===== src/rtl/esc_pulse_generator.sv =====
// esc_pulse_generator: 50 Hz servo/ESC pulse stream for one motor channel.
// An 11-bit throttle command sets the pulse width for the next frame. Missing
// commands for STALE_FRAMES frames drop the output to the minimum pulse width.
module esc_pulse_generator #(
  parameter int CLK_DIV      = 50,
  parameter int MIN_TICKS    = 1000,
  parameter int RANGE_TICKS  = 1000,
  parameter int FRAME_TICKS  = 20000,
  parameter int STALE_FRAMES = 3
) (
  input  logic        clk_system,
  input  logic        reset_n,
  input  logic        enable,
  input  logic [10:0] command,
  input  logic        command_valid,
  output logic        pwm_out,
  output logic        frame_start,
  output logic        stale
);

  localparam int PW = (CLK_DIV > 1) ? $clog2(CLK_DIV) : 1;
  localparam int TW = $clog2(FRAME_TICKS);
  localparam int SW = (STALE_FRAMES > 0) ? $clog2(STALE_FRAMES + 1) : 1;

  localparam logic [PW-1:0] PRESC_LAST = PW'(CLK_DIV - 1);
  localparam logic [TW-1:0] FRAME_LAST = TW'(FRAME_TICKS - 1);
  localparam logic [TW-1:0] MIN_W      = TW'(MIN_TICKS);
  localparam logic [SW-1:0] STALE_MAX  = SW'(STALE_FRAMES);

  typedef enum logic [1:0] {
    S_IDLE,
    S_HIGH,
    S_LOW
  } state_t;

  state_t        state_q, state_d;
  logic [PW-1:0] presc_q, presc_d;
  logic [TW-1:0] tick_cnt_q, tick_cnt_d;
  logic [TW-1:0] width_q, width_d;
  logic [SW-1:0] stale_cnt_q, stale_cnt_d;
  logic          stale_q, stale_d;
  logic          pend_flag_q, pend_flag_d;
  logic [10:0]   pend_val_q, pend_val_d;
  logic          pwm_q, pwm_d;
  logic          frame_start_q, frame_start_d;

  logic          tick;
  logic          frame_load;
  logic [31:0]   pend_ext;
  logic [31:0]   add_ticks;
  logic [TW-1:0] load_width;

  // Clamp in 32-bit arithmetic so large commands can never wrap the width.
  assign pend_ext   = {21'd0, pend_val_q};
  assign add_ticks  = (pend_ext >= 32'(RANGE_TICKS)) ? 32'(RANGE_TICKS) : pend_ext;
  assign load_width = TW'(32'(MIN_TICKS) + add_ticks);

  // Next-state logic: prescaler, frame sequencing, frame load and pending capture.
  always_comb begin
    state_d       = state_q;
    presc_d       = presc_q;
    tick_cnt_d    = tick_cnt_q;
    width_d       = width_q;
    stale_cnt_d   = stale_cnt_q;
    stale_d       = stale_q;
    pend_flag_d   = pend_flag_q;
    pend_val_d    = pend_val_q;
    frame_load    = 1'b0;
    tick          = (state_q != S_IDLE) && (presc_q == PRESC_LAST);

    if (state_q != S_IDLE) begin
      presc_d = tick ? '0 : presc_q + PW'(1);
      if (tick) begin
        tick_cnt_d = tick_cnt_q + TW'(1);
      end
    end

    case (state_q)
      S_IDLE: begin
        presc_d    = '0;
        tick_cnt_d = '0;
        if (enable) begin
          state_d    = S_HIGH;
          frame_load = 1'b1;
        end
      end
      S_HIGH: begin
        if (tick && (tick_cnt_q == width_q - TW'(1))) begin
          state_d = S_LOW;
        end
      end
      S_LOW: begin
        // enable is only looked at here, so a pulse is never cut short.
        if (tick && (tick_cnt_q == FRAME_LAST)) begin
          tick_cnt_d = '0;
          if (enable) begin
            state_d    = S_HIGH;
            frame_load = 1'b1;
          end else begin
            state_d = S_IDLE;
          end
        end
      end
      default: begin
        state_d = S_IDLE;
      end
    endcase

    if (frame_load) begin
      if (pend_flag_q) begin
        width_d     = load_width;
        pend_flag_d = 1'b0;
        stale_cnt_d = '0;
        stale_d     = 1'b0;
      end else begin
        if (stale_cnt_q != STALE_MAX) begin
          stale_cnt_d = stale_cnt_q + SW'(1);
        end
        if (stale_cnt_d == STALE_MAX) begin
          width_d = MIN_W;
          stale_d = 1'b1;
        end
      end
    end

    // A strobe coincident with a load lands here after the load consumed the
    // old value, so it takes effect one frame later.
    if (command_valid) begin
      pend_flag_d = 1'b1;
      pend_val_d  = command;
    end

    pwm_d         = (state_d == S_HIGH);
    frame_start_d = frame_load;
  end

  // State and registered outputs; reset puts the block straight into failsafe.
  always_ff @(posedge clk_system or negedge reset_n) begin
    if (!reset_n) begin
      state_q       <= S_IDLE;
      presc_q       <= '0;
      tick_cnt_q    <= '0;
      width_q       <= MIN_W;
      stale_cnt_q   <= STALE_MAX;
      stale_q       <= 1'b1;
      pend_flag_q   <= 1'b0;
      pend_val_q    <= '0;
      pwm_q         <= 1'b0;
      frame_start_q <= 1'b0;
    end else begin
      state_q       <= state_d;
      presc_q       <= presc_d;
      tick_cnt_q    <= tick_cnt_d;
      width_q       <= width_d;
      stale_cnt_q   <= stale_cnt_d;
      stale_q       <= stale_d;
      pend_flag_q   <= pend_flag_d;
      pend_val_q    <= pend_val_d;
      pwm_q         <= pwm_d;
      frame_start_q <= frame_start_d;
    end
  end

  assign pwm_out     = pwm_q;
  assign frame_start = frame_start_q;
  assign stale       = stale_q;

endmodule


===== config.mk =====
export PLATFORM = sky130hd
export DESIGN_NAME = esc_pulse_generator
export DESIGN_NICKNAME = d
export VERILOG_FILES = /design/src/rtl/esc_pulse_generator.sv
export SDC_FILE = /design/constraint.sdc
export NUM_CORES = 1
export LEC_CHECK = 0
export CAP_MARGIN = 10
export CORE_UTILIZATION = 55
export CTS_CLUSTER_SIZE = 28
export DETAILED_ROUTE_END_ITERATION = 10
export PLACE_DENSITY = 0.85
export SYNTH_ARGS = -nofsm -noshare
export SYNTH_HDL_FRONTEND = slang
export SYNTH_SLANG_ARGS = --single-unit

===== constraint.sdc =====
create_clock -name clk_system -period 3.1 [get_ports clk_system]
set_input_delay 0.62 -clock clk_system [delete_from_list [all_inputs] [get_ports clk_system]]
set_output_delay 0.62 -clock clk_system [all_outputs]
set_load 0.005 [all_outputs]

==> results.sh, run 1 <==
export IMPL_synth_warnings=0
export IMPL_hold_viol_final=0
export IMPL_max_stage_delay_ns=0.43
export IMPL_grt_max_degree=50
export IMPL_cp_max_fo=9
export IMPL_post_synth_top_area_fraction_pct=37.7
export IMPL_grt_pass1_vias=1904
export IMPL_cts_tree="built"
export IMPL_crit_path_start_kind="flip-flop"
export IMPL_ant_nets=0
export IMPL_setup_viol=0
export IMPL_dieArea_mm2=0.00548
export IMPL_syn_inst=270
export IMPL_final_cell_mix="43 x dfrtp_1, 35 x nor2_1, 18 x xnor2_1"
export IMPL_worstPathRequired_ns=3.34
export IMPL_dp_hpwl_mm=3.95
export IMPL_power_leakage_uw=0.00134
export IMPL_synth_edf_count=0
export IMPL_num_vias=2059
export IMPL_fin_crit_ns=2.60
export IMPL_cts_setup_buffers=0
export IMPL_power_density_mw_per_mm2=582
export IMPL_maxCapViolCount=0
export IMPL_min_path_type="in -> async"
export IMPL_relSlewSlack_pct=29.6
export IMPL_overflow=0
export IMPL_final_common_cell="dfrtp_1"
export IMPL_start_util_pct=58.8
export IMPL_worstSkewPairLatency_ns=0.30
export IMPL_wl_per_cell_um=15.2
export IMPL_seqCellArea_mm2=0.00131
export IMPL_routed_wl_mm=5.41
export IMPL_cts_num_sinks=52
export IMPL_htree_levels=2
export IMPL_drv_slew=0
export IMPL_die_w_um=74.0
export IMPL_ys_seq_area_share_pct=46.0
export IMPL_antenna_cells=0
export IMPL_post_drt_via_cell_ratio=5.78
export IMPL_finish_utilization_pct=65.3
export IMPL_track_usage_pct=22.0
export IMPL_min_period_over_period_pct=83.9
export IMPL_die_y_um=74.0
export IMPL_grt_pass1_wl_mm=8.99
export IMPL_max_freq_mhz=385
export IMPL_pre_cts_slack_ns=0.575
export IMPL_cp_slowest_cell="a21oi_2"
export IMPL_drt_iter0_markers=89
export IMPL_synth_seq_cells=52
export IMPL_synth_area_mm2=0.00285
export IMPL_skew_ns=0.00735
export IMPL_drc=0
export IMPL_cts_resized_gates=0
export IMPL_arrival_ns=2.84
export IMPL_syn_num_nets=290
export IMPL_core_area_mm2=0.00485
export IMPL_outcome="completed"
export IMPL_place_congestion=0.876
export IMPL_numCtsBuffers=5
export IMPL_area_growth_pct=11.1
export IMPL_io_buffers=17
export IMPL_drt_first_pass_iters=4
export IMPL_synth_area_top_cells="dfrtp_1 38%, dfstp_2 8.3%, xnor2_1 5.5%"
export IMPL_ys_flop_type="dfrtp_1"
export IMPL_design_area_mm2=0.00317
export IMPL_drive_gt1_share_pct=18.3
export IMPL_cts_max_path_buffers=2
export IMPL_fillers=383
export IMPL_dpl_instance_area_mm2=0.00308
export IMPL_nNetsFinal=308
export IMPL_rsz0062_at_grt="false"
export IMPL_antenna_found_initial=0
export IMPL_setup_ws_ns=0.499
export IMPL_post_synth_top_area_cell="dfrtp_1"
export IMPL_rows=25
export IMPL_multi_input_area_mm2=0.00145
export IMPL_path_cells="or3b_4 > nor4_4 > nand4_2 > a21oi_2 > and2_1 > a32o_1"
export IMPL_fin_setup_tns_ns=0
export IMPL_endpoint_kind="flip-flop"
export IMPL_syn_area_per_cell_um2=10.6
export IMPL_synth_distinct_cells=62
export IMPL_design_portCount=18
export IMPL_ys_async_sr_fraction_pct=100
export IMPL_cts_root_buf="clkbuf_8"
export IMPL_hold_buffers=0
export IMPL_crit_type="reg -> reg"
export IMPL_clk_pin_slew_ns=0.09
export IMPL_peakVddDrop_mv=0.393
export IMPL_worst_pin_slew_ns=1.06
## routing by layer
layer | part of all wire, % | wire, um | GRT usage, % | vias up
met2 | 49 | 2650 | 35.5 | 31
met3 | 3.0 | 160 | 5.01 | 6
met4 | 1.2 | 63 | 5.98 | 0
li1 | - | - | - | 990
met1 | 47 | 2540 | 30.0 | 1032
met5 | 0 | 0 | 0 | -
## metrics by stage
step	std cells	hold slack [ns]	total power, uW
after floorplan	270	0.324	1320
after global placement	348	0.474	1440
after detailed placement	348	0.487	1460
after CTS	356	0.499	1860
after global routing	356	0.515	1950
final	356	0.495	1840
## cells by family (layout without fill, tap and decap cells)
kind of cell / count (synthesis) / in the layout / synth area share, %
buffers and inverters: 20 / 39 / 3.11
flip-flops: 52 / 52 / 46.0
adder cells (fa/ha/maj): 5 / 5 / 2.19
XOR/XNOR: 34 / 34 / 10.4
AO/OA/AOI/OAI: 38 / 38 / 11.3
multiplexers: 17 / 17 / 6.54
AND/OR/NAND/NOR: 104 / 104 / 20.4
## layout make-up
| type | count | area share (%) |
|---|---|---|
| sequential | 52 | 41.4 |
| tap | 67 | 2.65 |
| clock inverter | 2 | 0.316 |
| timing repair buffer | 20 | 5.92 |
| inverter | 11 | 1.30 |
| clock buffer | 6 | 2.61 |
| multi-input combinational | 198 | 45.8 |
## final timing paths
| path | start | to | slack, ns | depth (start not counted) |
|---|---|---|---|---|
| worst max-delay path | presc_q[2] | width_q[0] | 0.50 | 6 |
| worst min-delay path | reset_n | pend_val_q[0] | 0.50 | 1 |
| worst max register to register | presc_q[2] | width_q[0] | 0.50 | 6 |
| worst min register to register | stale_cnt_q[0] | stale_cnt_q[0] | 0.50 | 2 |
| max in group asynchronous | reset_n | width_q[7] | 1.85 | 2 |
| min in group clk_system | stale_cnt_q[0] | stale_cnt_q[0] | 0.50 | 2 |
## critical path, delay by kind of cell (launching register included)
| kind | cells | cell delay (ns) |
|---|---|---|
| AOI/OAI and AO/OA | 2 | 0.67 |
| DFF | 1 | 0.42 |
| and+or+nand+nor | 4 | 1.43 |
## synthesized netlist by cell type, drive strengths merged, types with 2 or more instances
master / number
o21ai: 5
a21oi: 12
mux2i: 4
nand4b: 2
nand2b: 3
a32oi: 2
nand4: 3
mux2: 13
dfrtp: 43
a22oi: 2
or2: 2
nor2: 35
dfstp: 9
o2111ai: 2
ha: 5
a2111oi: 3
a32o: 3
and2: 3
clkbuf: 5
nor4: 3
and3: 6
nor3: 6
a22o: 2
buf: 4
or3: 5
xnor2: 18
and4: 2
nand3: 11
nand2: 12
nor4b: 3
nand3b: 2
or3b: 2
inv: 11
xor2: 16
## registers in the layout, summed over array words and instances (netlist names)
signal	count
width_q	12
tick_cnt_q	15
pend_flag_q	1
stale	1
frame_start	1
pend_val_q	11
presc_q	6
pwm_out	1
stale_cnt_q	2
state_q	2
## power breakdown
group | switching, uW | internal, uW | leakage, uW | total, uW
combinational | 237 | 245 | 0.000649 | 482
clock | 211 | 178 | 0.0000510 | 389
sequential | 148 | 826 | 0.000643 | 974
(Power assumes the default switching activity.)
==> run 2: changes to the inputs <==
- clock period: 3.1 -> 2.58 ns (I/O delays scaled with it)
==> run 2 against run 1 <==
Against the previous run: clock-buffer cell count down 1; non-clock buffer count is 6 higher; sequential power up 20%; final area rose by 1.7%; highest routed layer unchanged; via count up 0.29%; die area stayed put; critical path type unchanged; routed wire length is 2.1% higher; global-route usage grew 0.76 points; sequential share of layout area fell by 0.71 points; worst hold slack worse by 0.29 ns.
==> results.sh, run 2 (synthesized netlist as in run 1, its figures left out) <==
export IMPL_hold_buffers=0
export IMPL_path_cells="nor4_1 > nand4b_1 > xnor2_1 > or3_2 > a32oi_1 > a21oi_1"
export IMPL_cts_tree="built"
export IMPL_critical_path_buf_inv_count=0
export IMPL_dieArea_mm2=0.00548
export IMPL_cp_depth=6
export IMPL_critPathLaunch="width_q[2]"
export IMPL_fin_crit_ns=2.45
export IMPL_drc=0
export IMPL_min_period_over_period_pct=94.8
export IMPL_max_stage_delay_ns=0.48
export IMPL_outcome="completed"
export IMPL_area_growth_pct=13.0
export IMPL_drt_first_pass_iters=4
export IMPL_fillers=371
export IMPL_r2r_start="width_q[2]"
export IMPL_core_area_mm2=0.00485
export IMPL_routed_wl_mm=5.52
export IMPL_cts_setup_buffers=0
export IMPL_r2r_end="pwm_out"
export IMPL_die_w_um=74.0
export IMPL_wl_per_cell_um=15.3
export IMPL_top_regs="tick_cnt_q (15), width_q (12), pend_val_q (11)"
export IMPL_worst_pin_slew_ns=0.623
export IMPL_nNetsFinal=314
export IMPL_rsz0062_at_grt="false"
export IMPL_drive_gt1_share_pct=20.3
export IMPL_power_leakage_uw=0.00138
export IMPL_power_density_mw_per_mm2=698
export IMPL_setup_viol=0
export IMPL_cts_num_sinks=52
export IMPL_drt_iter0_markers=173
export IMPL_track_usage_pct=22.7
export IMPL_num_vias=2065
export IMPL_peakVddDrop_mv=0.520
export IMPL_regMostFlops="tick_cnt_q"
export IMPL_crit_family="simple AND/OR/NAND/NOR gates"
export IMPL_arrival_ns=2.62
export IMPL_io_buffers=17
export IMPL_ant_nets=0
export IMPL_numCtsBuffers=5
export IMPL_fin_setup_tns_ns=0
export IMPL_reg2regPathDepth=6
export IMPL_max_freq_mhz=409
export IMPL_htree_levels=2
export IMPL_cts_resized_gates=0
export IMPL_relSlewSlack_pct=58.4
export IMPL_overflow=0
export IMPL_endpoint_kind="flip-flop"
export IMPL_worstPathRequired_ns=2.75
export IMPL_cp_max_fo=7
export IMPL_cts_root_buf="clkbuf_8"
export IMPL_rows=25
export IMPL_fin_hold_ws_ns=0.206
export IMPL_skew_ns=0.0121
export IMPL_post_drt_via_cell_ratio=5.70
export IMPL_drv_slew=0
export IMPL_antenna_found_initial=0
export IMPL_die_y_um=74.0
export IMPL_maxCapViolCount=0
export IMPL_start_util_pct=58.8
export IMPL_clk_pin_slew_ns=0.10
export IMPL_final_common_cell="dfrtp_1"
export IMPL_cp_slowest_cell="dfrtp_1"
export IMPL_hold_viol_final=0
export IMPL_place_congestion=0.818
export IMPL_crit_path_start_kind="flip-flop"
export IMPL_dp_hpwl_mm=4.01
export IMPL_crit_path_end="pwm_out"
export IMPL_final_cell_mix="43 x dfrtp_1, 35 x nor2_1, 18 x xnor2_1"
export IMPL_antenna_cells=0
export IMPL_design_portCount=18
export IMPL_r2r_slack_ns=0.13
export IMPL_largest_register_ff_count=15
export IMPL_min_path_type="in -> async"
export IMPL_grt_max_degree=30
export IMPL_worstSkewPairLatency_ns=0.31
export IMPL_grt_pass1_wl_mm=9.40
export IMPL_crit_type="reg -> reg"
export IMPL_cts_max_path_buffers=2
export IMPL_grt_pass1_vias=2001
[run 2: power by group]
part	total [uW]	leakage [uW]	internal [uW]	switching [uW]
sequential	1170	0.000643	992	178
combinational	617	0.000686	322	295
clock	460	0.0000479	190	271
[run 2: metal layers]
metal	up-vias	part of all wire, %	global-route usage (%)
met5	-	0	0
met4	0	1.6	6.84
met3	9	3.3	4.07
met2	34	48	37.2
met1	1016	47	31.0
li1	1006	-	-
[run 2: worst min path at each step]
stage,to,cells after the start
floorplan,frame_start,0
finish,pend_val_q[3],1
detailed placement,stale_cnt_q[0],2
CTS,pend_val_q[3],1
global placement,stale_cnt_q[0],2
global route,pend_val_q[0],1
[run 2: cell type report]
class	count	area, um2	share of cell area (%)
multi-input cells	198	1470	45.5
inverters	11	41.3	1.28
repair buffers	26	233	7.22
flip-flops and latches	52	1310	40.7
well taps	67	83.8	2.60
clock buffers	5	68.8	2.14
clock inverters	3	18.8	0.582
[run 2: worst register-to-register path, delay by kind of cell (launching register included)]
kind | cells | cell delay, ns
flip-flops | 1 | 0.48
AND/OR/NAND/NOR | 3 | 1.12
AO/OA/AOI/OAI | 2 | 0.53
XOR/XNOR | 1 | 0.18
[run 2: metrics by stage]
step	area (um2)	util [%]	setup WS, ns	total power (uW)	cells
4_1_cts	3210	66.2	0.0951	2240	362
5_1_grt	3220	66.5	0.00893	2370	362
6_report	3220	66.5	0.134	2250	362
2_1_floorplan	2850	-	0.263	1590	270
3_5_place_dp	3120	64.4	0.144	1780	354
3_3_place_gp	3120	64.4	0.288	1750	354
